File: config.mk
export PLATFORM = sky130hd
export DESIGN_NAME = ysyx_22040237_pipe_stage
export DESIGN_NICKNAME = d
export VERILOG_FILES = /design/src/rtl/ysyx_22040237_pipe_stage.sv
export SDC_FILE = /design/constraint.sdc
export NUM_CORES = 1
export LEC_CHECK = 0
export BUFFER_PORTS_ARGS = -buffer_cell sky130_fd_sc_hd__buf_2
export CELL_PAD_IN_SITES_DETAIL_PLACEMENT = 0
export CELL_PAD_IN_SITES_GLOBAL_PLACEMENT = 1
export CORE_MARGIN = 4
export CORE_UTILIZATION = 27
export DETAILED_ROUTE_END_ITERATION = 7
export PLACE_DENSITY_LB_ADDON = 0.25
export SYNTH_ARGS = -nofsm -noshare
export SYNTH_HDL_FRONTEND = slang
export SYNTH_SLANG_ARGS = --single-unit
export TNS_END_PERCENT = 50
File: constraint.sdc
create_clock -name clk -period 2.35 [get_ports clk]
set_input_delay 0.3525 -clock clk [delete_from_list [all_inputs] [get_ports clk]]
set_output_delay 0.3525 -clock clk [all_outputs]
set_load 0.005 [all_outputs]
File: src/rtl/ysyx_22040237_pipe_stage.sv
// rtl/ysyx_22040237_pipe_stage.sv - valid/ready pipeline register with optional skid entry; perf counters under YSYX_22040237_PIPE_PERF_EN
module ysyx_22040237_pipe_stage #(
    parameter int              DATA_W  = 128,
    parameter int              PC_W    = 64,
    parameter bit              SKID_EN = 1'b1,
    parameter logic [PC_W-1:0] RST_PC  = PC_W'(64'h8000_0000)
) (
    input  logic              clk,
    input  logic              rst,
    input  logic              flush_i,
    input  logic              in_valid_i,
    output logic              in_ready_o,
    input  logic [DATA_W-1:0] in_data_i,
    input  logic [PC_W-1:0]   in_pc_i,
    output logic              out_valid_o,
    input  logic              out_ready_i,
    output logic [DATA_W-1:0] out_data_o,
    output logic [PC_W-1:0]   out_pc_o
`ifdef YSYX_22040237_PIPE_PERF_EN
    ,
    output logic [31:0]       stall_cnt_o,
    output logic [31:0]       flush_cnt_o
`endif
);

    typedef enum logic [1:0] {
        S_EMPTY,
        S_ONE,
        S_TWO
    } state_t;

    state_t            state_q, state_d;
    logic [DATA_W-1:0] main_data_q, skid_data_q;
    logic [PC_W-1:0]   main_pc_q, skid_pc_q;
    logic              accept, consume;
    logic              load_main, main_from_skid, load_skid;

    assign out_valid_o = (state_q != S_EMPTY);
    assign out_data_o  = main_data_q;
    assign out_pc_o    = main_pc_q;

    // With the skid entry, ready depends only on registered occupancy.
    assign in_ready_o = !rst && (SKID_EN ? (state_q != S_TWO)
                                         : (!out_valid_o || out_ready_i));

    assign accept  = in_valid_i && in_ready_o;
    assign consume = out_valid_o && out_ready_i;

    always_comb begin
        state_d        = state_q;
        load_main      = 1'b0;
        main_from_skid = 1'b0;
        load_skid      = 1'b0;
        if (flush_i) begin
            state_d = S_EMPTY;
        end else begin
            case (state_q)
                S_EMPTY: begin
                    if (accept) begin
                        state_d   = S_ONE;
                        load_main = 1'b1;
                    end
                end
                S_ONE: begin
                    if (accept && consume) begin
                        load_main = 1'b1;
                    end else if (accept) begin
                        state_d   = S_TWO;
                        load_skid = 1'b1;
                    end else if (consume) begin
                        state_d = S_EMPTY;
                    end
                end
                S_TWO: begin
                    if (consume) begin
                        state_d        = S_ONE;
                        main_from_skid = 1'b1;
                    end
                end
                default: state_d = S_EMPTY;
            endcase
        end
    end

    always_ff @(posedge clk) begin
        if (rst) begin
            state_q     <= S_EMPTY;
            main_data_q <= '0;
            main_pc_q   <= RST_PC;
            skid_data_q <= '0;
            skid_pc_q   <= '0;
        end else begin
            state_q <= state_d;
            if (load_main) begin
                main_data_q <= in_data_i;
                main_pc_q   <= in_pc_i;
            end else if (main_from_skid) begin
                main_data_q <= skid_data_q;
                main_pc_q   <= skid_pc_q;
            end
            if (load_skid) begin
                skid_data_q <= in_data_i;
                skid_pc_q   <= in_pc_i;
            end
        end
    end

`ifdef YSYX_22040237_PIPE_PERF_EN
    logic [31:0] stall_cnt_q, flush_cnt_q;

    assign stall_cnt_o = stall_cnt_q;
    assign flush_cnt_o = flush_cnt_q;

    // A flush only counts when it actually throws work away.
    always_ff @(posedge clk) begin
        if (rst) begin
            stall_cnt_q <= '0;
            flush_cnt_q <= '0;
        end else begin
            if (out_valid_o && !out_ready_i) stall_cnt_q <= stall_cnt_q + 32'd1;
            if (flush_i && (out_valid_o || accept)) flush_cnt_q <= flush_cnt_q + 32'd1;
        end
    end
`endif

endmodule

[Word-level counts from Yosys, hierarchy flattened]
Index checks and enable logic that the tools add are counted.
Storage, ports and cells
  word-level logic and storage cells: 42
  output and inout bits: 194
  flip-flop bits (word level): 386
Cells by class
  muxes and demuxes: 20
  reduce and logical (&&, ||, !) cells: 10
  equal/unequal tests: 7
Operator list (count)
  two-way mux 128 bit: 2
  two-way mux 64 bit: 2
  two-way mux 2 bit: 5
  two-way mux 1 bit: 9
  != test 2 bit (second input constant): 4
  case mux 2 bit (3 select lines): 1
  logical AND 1 bit: 4
  AND reduction 4 bit: 1
  nonzero test 2 bit: 2
  != test 3 bit (second input constant): 1
  equality test 2 x 1 -> 1 bit (second input constant): 1
  equality test 2 bit (second input constant): 1
  zero test 2 bit: 1
  case mux 1 bit (2 select lines): 1
  OR reduction 2 bit: 1
  zero test 1 bit: 1

[Logic depth before layout (Yosys ltp)]
Gate-level depths: netlist of the first run.
  word-level depth: 8
  depth in mapped cells: 7

[Worst setup path before layout of the first run]
Ideal clock, no wire load.
  kind: register -> register
  start point: register state_q[1]
  end point: register skid_data_q[10]
  period minus slack after synthesis: 1.655 ns
  setup slack: 0.695 ns
  cell stages (with the launch flop): 8
  buffers on the path: 4
  arrival: 1.523 ns
  cell sequence: dfxtp_1 buf_6 or4b_1 buf_2 buf_6 buf_6 o21ai_1 a21oi_1
On the way
  word-level cells in the longest chain between the ends: 7
Ends and longest elaborated chain
  from (decl): line 32  | state_t state_q, state_d;
  from (signal assigned): line 93  | state_q <= state_d;
  != test 2 bit: line 43  | assign in_ready_o = !rst && (SKID_EN ? (state_q != S_TWO)
  logical AND 1 bit: line 43
  logical AND 1 bit: line 46  | assign accept = in_valid_i && in_ready_o;
  two-way mux 1 bit / logical AND 1 bit (equally long branches): line 67, 65
  two-way mux 1 bit: line 65  | if (accept && consume) begin
  two-way mux 1 bit *: line 57  | case (state_q)
  two-way mux 1 bit *: line 54  | if (flush_i) begin
  to (signal assigned): line 102  | skid_data_q <= in_data_i;
  to (decl): line 33  | logic [DATA_W-1:0] main_data_q, skid_data_q;
Every way passes the cells marked *; elsewhere a longest branch is shown, timed or not.
A chain may end at the register's enable or synchronous reset.

[Worst setup path after layout of the first run]
  start point: register state_q[1]
  end point: register skid_data_q[22]
Same word-level chain as after synthesis.

==> out/results.tsv, run 1 <==
metric	value	unit
status	complete, no violations	
cts_resized	0	
dieWidth	259	um
max_stage_delay	0.63	ns
multi_input_area	8120	um2
powerDensity	740	nW/um2
cpMaxStageDelayCell	or4b_4	
endpoint_kind	flop	
synth_seq_cells	386	
endpoint	skid_data_q[22]$_SDFFE_PP0P_	
hold_path_class	in2reg	
cts_made_buffers	48	
initial_utilization	0.275	
critPathKind	reg2reg	
core-area	62200	um2
nets	2445	
ctsHoldBuffers	0	
syn_to_final_growth	24.8	%
fill_cells	6567	
maxSlewHeadroom	0.165	
setup_tns	0	ns
place_hpwl	36400	um
drive_above_1_share	0.317	
cts_root_buf	clkbuf_16	
synth_top_cell_area_share	0.453	
synth_cell_types	27	
fp.dieH	259	um
firstDrtPassIters	5	
place_ws	0.342	ns
post_cts_buffers	0	
rr_worst_depth	5	
r2r_slack	0.34	ns
overflow	0	
grt_pass1_wl	92600	um
syn_nets	2183	
insertion_delay	0.57	ns
netlist_area	17100	um2
clockBufferDepth	3	
yosys_warnings	0	
cts_tree	yes	
drtAntennaViolNets	0	
grt_pass1_vias	15501	
place_inst	3035	
drt_iter0_markers	1210	
synth.largest_area_cell	dfxtp_1	
worst_slew_pin_slew	1.25	ns
ys_top_cells_by_area	dfxtp_1, nor3_2, a311oi_1, nand2_1, a21oi_1	
fin_crit_sh	0.855	
cap_violations	0	
seq_area	7730	um2
finalNonFillerCells	3127	
holdWs	0.0496	ns
worstPathMaxFanout	55	
drc_errors	0	
finalHoldViolCount	0	
setup_ws	0.340	ns
syn_inst	1986	
p_leak	7.73	nW
grt_antenna_before_repair	19	
num_rows	91	
period_needed	2.01	ns
dr_total_vias	15976	
avgViaCountPerCell	5.11	
pin_count	391	
cp-start-kind	flop	
utilization	0.343	
r2r-end	skid_data_q[22]$_SDFFE_PP0P_	
rsz0062_at_grt	no	
wl_per_cell	19.1	um
crit_top_cell	buf_12	
die_area	67300	um2
crit_start	state_q[1]$_SDFFE_PP0P_	
finalMaxSlewViolations	0	
htree_levels	2	
grt_max_degree	221	
seq_area_frac_synth	0.453	
setup_viol_count_final	0	
clkSinkCount	386	
place.gp.congestion	0.763	
r2r-start	state_q[1]$_SDFFE_PP0P_	
clock.fmax	497	MHz
required	2.74	ns
portBuffers	390	
fin_skew	0.0246	ns
track_usage	0.169	
cp_cell_sequence	or4b_4 -> buf_12 -> buf_12 -> o21ai_1 -> a21oi_1	
avgSynthCellArea	8.60	um2
drt-total-wl	59900	um
vdd_drop_max	0.402	mV
clk_pin_slew_worst_paths	0.06	ns
worst_ep_arrival_time	2.40	ns
==> cells in the mapped netlist <==
cell type  instances
dfxtp_1          386
nand2_1          386
a21oi_1          195
nand3_1          192
a311oi_1         191
nor3_2           187
o21ai_1          168
clkbuf_1         104
buf_2             70
buf_6             41
buf_1             20
o21ai_0           19
nor3_1             5
o21ai_2            5
nor2_1             3
nor2b_1            3
a31oi_1            1
and4bb_1           1
mux2i_1            1
nand2b_1           1
nand4bb_1          1
nor4_1             1
nor4b_2            1
o21a_1             1
or2_2              1
or3b_2             1
or4b_1             1
==> worst max-delay path, delay by kind of cell, from the launching register on <==
kind	cells	cell delay [ns]
flops	1	0.42
buf+inv	2	0.47
simple gates	1	0.63
compound gates	2	0.24
==> layout by cell type (no fill, tap or decap), types with 4 or more instances in the layout <==
cell / netlist / routed
a21oi_1: 195 / 195
a311oi_1: 191 / 191
buf_12: 0 / 31
buf_2: 70 / 389
buf_4: 0 / 26
bufinv_16: 0 / 4
clkbuf_1: 104 / 10
clkbuf_16: 0 / 49
clkbuf_8: 0 / 13
clkinv_2: 0 / 8
dfxtp_1: 386 / 386
diode_2: 0 / 6
nand2_1: 386 / 385
nand3_1: 192 / 192
nor3_1: 5 / 5
nor3_2: 187 / 187
o21ai_0: 19 / 19
o21ai_1: 168 / 168
o21ai_2: 5 / 5
==> routing by layer <==
| layer | share of wire | vias up | routed length [um] | GRT usage |
|---|---|---|---|---|
| met4 | 0.014 | 26 | 860 | 0.0328 |
| met3 | 0.073 | 86 | 4380 | 0.0523 |
| met1 | 0.45 | 7731 | 26900 | 0.227 |
| met5 | 0.0028 | - | 167 | 0 |
| met2 | 0.46 | 423 | 27500 | 0.268 |
| li1 | - | 7710 | - | - |
==> final cells by class <==
cell class	count	area share
clock buffers	72	0.0677
flip-flops and latches	386	0.363
multi-input cells	1365	0.381
diodes	6	0.000705
well taps	837	0.0492
repair buffers	447	0.130
clock inverters	14	0.00828
==> report_power, final <==
part	internal (mW)	switching (mW)
sequential	6.74	0.114
clock	4.66	2.92
combinational	0.485	0.845
total	11.9	3.88
==> cells by family after synthesis <==
| group | count (synthesis) | synth area share |
|---|---|---|
| compound gates | 580 | 0.213 |
| buf+inv | 235 | 0.0748 |
| flops | 386 | 0.453 |
| mux | 1 | 0.000586 |
| simple gates | 784 | 0.259 |
==> metrics by stage <==
step,total power [mW],instance area (um2)
6_report,15.8,21300
5_1_grt,16.4,21300
4_1_cts,16.0,21300
3_5_place_dp,8.34,19700
3_3_place_gp,8.33,19700
2_1_floorplan,7.65,17100
==> state kept, by name (all words and copies together) (netlist names) <==
| register | flops |
|---|---|
| skid_data_q | 128 |
| skid_pc_q | 64 |
| state_q | 2 |
| out_data_o | 128 |
| out_pc_o | 64 |
==> how the worst min path moves through the flow <==
| stage | start | cells after the start | slack (ns) | end |
|---|---|---|---|---|
| after detailed placement | skid_pc_q[0]$_SDFFE_PP0P_ | 2 | 0.46 | skid_pc_q[0]$_SDFFE_PP0P_ |
| after floorplan | out_ready_i | 1 | 0.43 | state_q[1]$_SDFFE_PP0P_ |
| after global routing | in_data_i[100] | 3 | 0.03 | skid_data_q[100]$_SDFFE_PP0P_ |
| after global placement | skid_data_q[9]$_SDFFE_PP0P_ | 2 | 0.45 | skid_data_q[9]$_SDFFE_PP0P_ |
| final | in_data_i[100] | 3 | 0.05 | skid_data_q[100]$_SDFFE_PP0P_ |
| after CTS | in_data_i[103] | 3 | 0.007 | skid_data_q[103]$_SDFFE_PP0P_ |
(Power assumes the default switching activity.)
==> run 2: changes to the inputs <==
--- a/config.mk
+++ b/config.mk
@@ -8,6 +8,7 @@
 export BUFFER_PORTS_ARGS = -buffer_cell sky130_fd_sc_hd__buf_2
 export CELL_PAD_IN_SITES_DETAIL_PLACEMENT = 0
 export CELL_PAD_IN_SITES_GLOBAL_PLACEMENT = 1
+export CORE_ASPECT_RATIO = 1.2
 export CORE_MARGIN = 4
 export CORE_UTILIZATION = 27
 export DETAILED_ROUTE_END_ITERATION = 7
==> run 2 against run 1 <==
Register-to-register slack worse by 0.05 ns. Clock skew down 0.00089 ns. Clock power shrank 8.4%. Critical path type is now in2reg. First-iteration DRC count decreased by 16%.
==> out/results.tsv, run 2 (same netlist as run 1, synthesis figures left out) <==
metric	value	unit	change
setup_ws	0.286	ns	-0.0536 ns
core-area	62300	um2	+0.23%
worst_ep_arrival_time	2.47	ns	+0.07 ns
cts_root_buf	clkbuf_16		
firstDrtPassIters	5		unchanged
grt_antenna_before_repair	8		-11
worstPathMaxFanout	80		+45%
whs_path_depth	3		unchanged
finish.instance_area	21200	um2	-0.59%
path_buf_inv	4		+2
cp_cell_sequence	dlygate4sd3_1 -> buf_2 -> or4b_4 -> buf_12 -> buf_12 -> o21ai_1 -> a21oi_1		
grt_max_degree	171		-23%
wl_per_cell	19.5	um	+1.9%
r2r_slack	0.29	ns	-0.05 ns
setup_tns	0	ns	unchanged
hp-start	in_data_i[75]		
p_leak	7.65	nW	-1.0%
place_hpwl	37300	um	+2.5%
clk_pin_slew_worst_paths	0.06	ns	about the same
cts_tree	yes		
r2r-start	state_q[1]$_SDFFE_PP0P_		
fin_crit_sh	0.878		+0.0228
final_cell_mix	buf_2, dfxtp_1, nand2_1, a21oi_1, nand3_1		
cap_violations	0		unchanged
overflow	0		unchanged
critPathKind	in2reg		
drive_above_1_share	0.311		-0.00556
seq_area	7730	um2	unchanged
worst_slew_pin_slew	1.14	ns	-0.110 ns
rr_worst_depth	5		unchanged
cp-start-kind	input port		
powerDensity	715	nW/um2	-3.3%
track_usage	0.171		+0.00286
avgViaCountPerCell	5.16		+1.0%
rsz0062_at_grt	no		
period_needed	2.06	ns	+0.0536 ns
initial_utilization	0.274		-0.000629
clkSinkCount	386		unchanged
pin_count	391		unchanged
portBuffers	390		unchanged
num_rows	100		+9.9%
cpMaxStageDelayCell	or4b_4		
placed_cell_area	19600	um2	-0.24%
post_cts_buffers	0		unchanged
cts_resized	0		unchanged
finalMaxSlewViolations	0		unchanged
r2r-end	skid_data_q[100]$_SDFFE_PP0P_		
clockBufferDepth	3		unchanged
place_ws	0.322	ns	-0.0193 ns
insertion_delay	0.57	ns	about the same
place.gp.congestion	0.747		-2.0%
holdWs	0.0534	ns	+0.00375 ns
finalHoldViolCount	0		unchanged
grt_pass1_wl	94800	um	+2.3%
drc_errors	0		unchanged
multi_input_area	8120	um2	unchanged
cts_made_buffers	45		-6.3%
maxSlewHeadroom	0.238		+0.0731
required	2.75	ns	about the same
drt-total-wl	60600	um	+1.2%
fp.dieH	283	um	+9.3%
syn_to_final_growth	24.1	%	
drtAntennaViolNets	0		unchanged
hold_end	skid_data_q[75]$_SDFFE_PP0P_		
vdd_drop_max	0.496	mV	+23%
drt_iter0_markers	1011		-16%
max_stage_delay	0.56	ns	-0.07 ns
status	complete, no violations		
endpoint_kind	flop		
utilization	0.340		-0.00279
die_area	67300	um2	about the same
nets	2451		+0.25%
path_delay_family	buffers and inverters		
htree_levels	2		unchanged
dr_total_vias	16024		+0.30%
setup_viol_count_final	0		unchanged
clock.fmax	485	MHz	-2.6%
final_common_cell	buf_2		
fill_cells	6572		+0.076%
dieWidth	238	um	-8.4%
crit_top_cell	buf_12		
fin_skew	0.0237	ns	-0.000891 ns
ctsHoldBuffers	10		+10
hold_path_class	in2reg		
grt_pass1_vias	15820		+2.1%
==> run 2: how the worst max path moves through the flow <==
stage | startpoint | end | cells past startpoint
2_1_floorplan | state_q[1]$_SDFFE_PP0P_ | skid_data_q[10]$_SDFFE_PP0P_ | 7
3_3_place_gp | flush_i | skid_data_q[67]$_SDFFE_PP0P_ | 6
3_5_place_dp | flush_i | skid_data_q[73]$_SDFFE_PP0P_ | 6
4_1_cts | state_q[1]$_SDFFE_PP0P_ | out_data_o[100]$_SDFFE_PP0P_ | 5
5_1_grt | state_q[1]$_SDFFE_PP0P_ | out_data_o[101]$_SDFFE_PP0P_ | 5
6_report | flush_i | skid_data_q[100]$_SDFFE_PP0P_ | 7
==> run 2: final cells by class <==
| cell class | instances | share of cell area |
|---|---|---|
| multi-input combinational | 1365 | 0.383 |
| sequential | 386 | 0.365 |
| timing repair buffer | 456 | 0.135 |
| clock buffer | 68 | 0.0624 |
| tap | 816 | 0.0482 |
| clock inverter | 8 | 0.00567 |
| antenna | 5 | 0.000591 |
==> run 2: power by group <==
group | leakage (nW) | switching (mW) | internal (mW) | total (mW)
combinational | 3.81 | 0.856 | 0.499 | 1.36
sequential | 3.13 | 0.121 | 6.74 | 6.86
clock | 0.706 | 2.85 | 4.09 | 6.94
total | 7.65 | 3.83 | 11.3 | 15.2
==> run 2: worst register-to-register path, cell delays in order, from the launching register on <==
cell and delay, ns:
dfxtp_1 0.43, or4b_4 0.63, buf_12 0.21, buf_12 0.28, o21ai_1 0.26, a21oi_1 0.08
==> run 2: stage by stage <==
| step | total power, mW | std cells |
|---|---|---|
| after floorplan | 7.65 | 1986 |
| after global placement | 8.35 | 3013 |
| after detailed placement | 8.36 | 3013 |
| after CTS | 15.4 | 3099 |
| after global routing | 15.8 | 3102 |
| final | 15.2 | 3104 |
==> run 2: per-layer routing <==
layer	global-route usage	up-vias	wire length, um
met1	0.234	7786	27000
met2	0.279	466	28800
li1	-	7700	-
met4	0.0435	6	1150
met5	0	-	47
met3	0.0330	66	3540
==> run 3: changes to the inputs <==
--- a/config.mk
+++ b/config.mk
@@ -5,13 +5,13 @@
 export SDC_FILE = /design/constraint.sdc
 export NUM_CORES = 1
 export LEC_CHECK = 0
-export BUFFER_PORTS_ARGS = -buffer_cell sky130_fd_sc_hd__buf_2
 export CELL_PAD_IN_SITES_DETAIL_PLACEMENT = 0
 export CELL_PAD_IN_SITES_GLOBAL_PLACEMENT = 1
 export CORE_ASPECT_RATIO = 1.2
 export CORE_MARGIN = 4
 export CORE_UTILIZATION = 27
 export DETAILED_ROUTE_END_ITERATION = 7
+export DONT_BUFFER_PORTS = 1
 export PLACE_DENSITY_LB_ADDON = 0.25
 export SYNTH_ARGS = -nofsm -noshare
 export SYNTH_HDL_FRONTEND = slang
==> run 3 against run 2 <==
Final area is 1.6% lower. First-iteration DRC count is 24% higher. The run now ends with setup timing left. Non-clock buffer count is 216 lower. Largest power group is now registers. Sequential power is 1% higher.
==> out/results.tsv, run 3 (same netlist as run 1, synthesis figures left out) <==
metric	value	unit	change
drive_above_1_share	0.148		-0.164
drt-total-wl	63200	um	+4.3%
cap_violations	0		unchanged
hp-start	in_data_i[37]		
dr_total_vias	15641		-2.4%
die_area	67300	um2	unchanged
finalHoldViolCount	0		unchanged
grt_antenna_before_repair	3		-5
place_hpwl	33800	um	-9.2%
clock.fmax	424	MHz	-12%
hold_end	out_data_o[37]$_SDFFE_PP0P_		
syn_to_final_growth	22.1	%	
pin_count	391		unchanged
whs_path_depth	2		-1
setup_viol_count_final	1		+1
holdWs	0.0428	ns	-0.0106 ns
post_cts_buffers	0		unchanged
powerDensity	704	nW/um2	-1.6%
critPathKind	reg2reg		
cpMaxStageDelayCell	or4b_4		
overflow	0		unchanged
vdd_drop_max	0.466	mV	-5.9%
endpoint_kind	flop		
finalMaxSlewViolations	0		unchanged
rsz0062_at_grt	no		
fin_crit_sh	1.00		+0.124
fin_skew	0.0199	ns	-0.00378 ns
p_leak	6.52	nW	-15%
firstDrtPassIters	5		unchanged
drc_errors	0		unchanged
initial_utilization	0.274		unchanged
place_ws	0.265	ns	-0.0579 ns
core-area	62300	um2	unchanged
cp_cell_sequence	or4b_4 -> buf_12 -> o21ai_1 -> a21oi_1		
required	2.75	ns	about the same
rr_worst_depth	4		-1
status	complete, but fails checks		
place.gp.congestion	0.728		-2.6%
fp.dieH	283	um	unchanged
worst_ep_arrival_time	2.76	ns	+0.29 ns
htree_levels	2		unchanged
cts_root_buf	clkbuf_16		
grt_pass1_wl	93700	um	-1.1%
r2r-start	state_q[1]$_SDFFE_PP0P_		
num_rows	100		unchanged
cts_made_buffers	44		-2.2%
hold_path_class	in2reg		
grt_max_degree	390		+130%
clkSinkCount	386		unchanged
track_usage	0.171		-0.000532
final_common_cell	dfxtp_1		
period_needed	2.36	ns	+0.293 ns
clockBufferDepth	3		unchanged
drtAntennaViolNets	0		unchanged
nets	2234		-8.9%
path_buf_inv	1		-3
maxSlewHeadroom	0.143		-0.0954
grt_pass1_vias	14688		-7.2%
dieWidth	238	um	unchanged
violations	setup timing		
r2r-end	skid_data_q[12]$_SDFFE_PP0P_		
cts_tree	yes		
final_cell_mix	dfxtp_1, nand2_1, a21oi_1, dlygate4sd3_1, nand3_1		
path_delay_family	simple AND/OR/NAND/NOR gates		
worst_slew_pin_slew	1.29	ns	+0.143 ns
setup_ws	-0.00655	ns	-0.293 ns
portBuffers	0		-100%
wl_per_cell	21.9	um	+12%
r2r_slack	-0.007	ns	-0.29 ns
drt_iter0_markers	1255		+24%
max_stage_delay	0.65	ns	+0.09 ns
clk_pin_slew_worst_paths	0.06	ns	about the same
insertion_delay	0.57	ns	about the same
worstPathMaxFanout	145		+81%
cp-start-kind	flop		
avgViaCountPerCell	5.43		+5.1%
-- run 3: cell types whose count changed in the layout (fill, tap and decap cells not counted), moves of 2 or more --
cell / change
clkbuf_1: +2
buf_4: -5
diode_2: -2
buf_2: -389
clkbuf_8: -4
clkinv_8: -2
buf_16: +3
dlygate4sd3_1: +184
buf_12: -8
-- run 3: how the worst max path moves through the flow --
| stage | from | endpoint | slack [ns] | cells past startpoint |
|---|---|---|---|---|
| CTS | state_q[1]$_SDFFE_PP0P_ | out_data_o[22]$_SDFFE_PP0P_ | 0.27 | 4 |
| global placement | state_q[1]$_SDFFE_PP0P_ | out_data_o[19]$_SDFFE_PP0P_ | 0.29 | 4 |
| floorplan | state_q[1]$_SDFFE_PP0P_ | skid_data_q[10]$_SDFFE_PP0P_ | 0.70 | 7 |
| global route | state_q[1]$_SDFFE_PP0P_ | out_data_o[46]$_SDFFE_PP0P_ | 0.03 | 4 |
| finish | state_q[1]$_SDFFE_PP0P_ | skid_data_q[12]$_SDFFE_PP0P_ | -0.007 | 4 |
| detailed placement | state_q[1]$_SDFFE_PP0P_ | out_data_o[42]$_SDFFE_PP0P_ | 0.26 | 4 |
-- run 3: worst reg2reg max path: stages (launching register included) --
cell     delay, ns
dfxtp_1       0.43
or4b_4        0.65
buf_12        0.22
o21ai_1       0.82
a21oi_1       0.10
-- run 3: where the power goes --
group / switching, mW / internal, mW
Clock: 2.83 / 3.83
Combinational: 0.616 / 0.466
Sequential: 0.196 / 6.74
-- run 3: layer usage --
metal | vias to the layer above | wire (um) | GRT usage
li1 | 7290 | - | -
met1 | 7779 | 27400 | 0.230
met2 | 487 | 29500 | 0.272
met3 | 85 | 4770 | 0.0472
met4 | 0 | 1470 | 0.0410
met5 | - | 0 | 0
-- run 3: per-stage QoR --
stage               cells  area (um2)  utilization  TNS (ns)  power [mW]
finish               2882       20800        0.334  -0.00655        14.7
global route         2880       20800        0.334         0        15.3
CTS                  2817       20200        0.324         0        14.8
detailed placement   2611       17500        0.281         0        7.80
global placement     2611       17500        0.281         0        7.78
floorplan            1986       17100            -         0        7.65
-- run 3: cell type report --
class                      count  area, um2
multi-input combinational   1365       8120
fill                        6533      41500
sequential                   386       7730
timing repair buffer         240       2620
antenna                        3       7.51
clock inverter                 6       65.1
tap                          816       1020
clock buffer                  66       1270
-- run 3: timing repair --
action / 4_1_cts / 5_1_grt
hold endpoints to repair: 386 / 101
resized for setup: 0 / 1
hold buffers: 134 / 62
setup endpoints to repair: 0 / 1
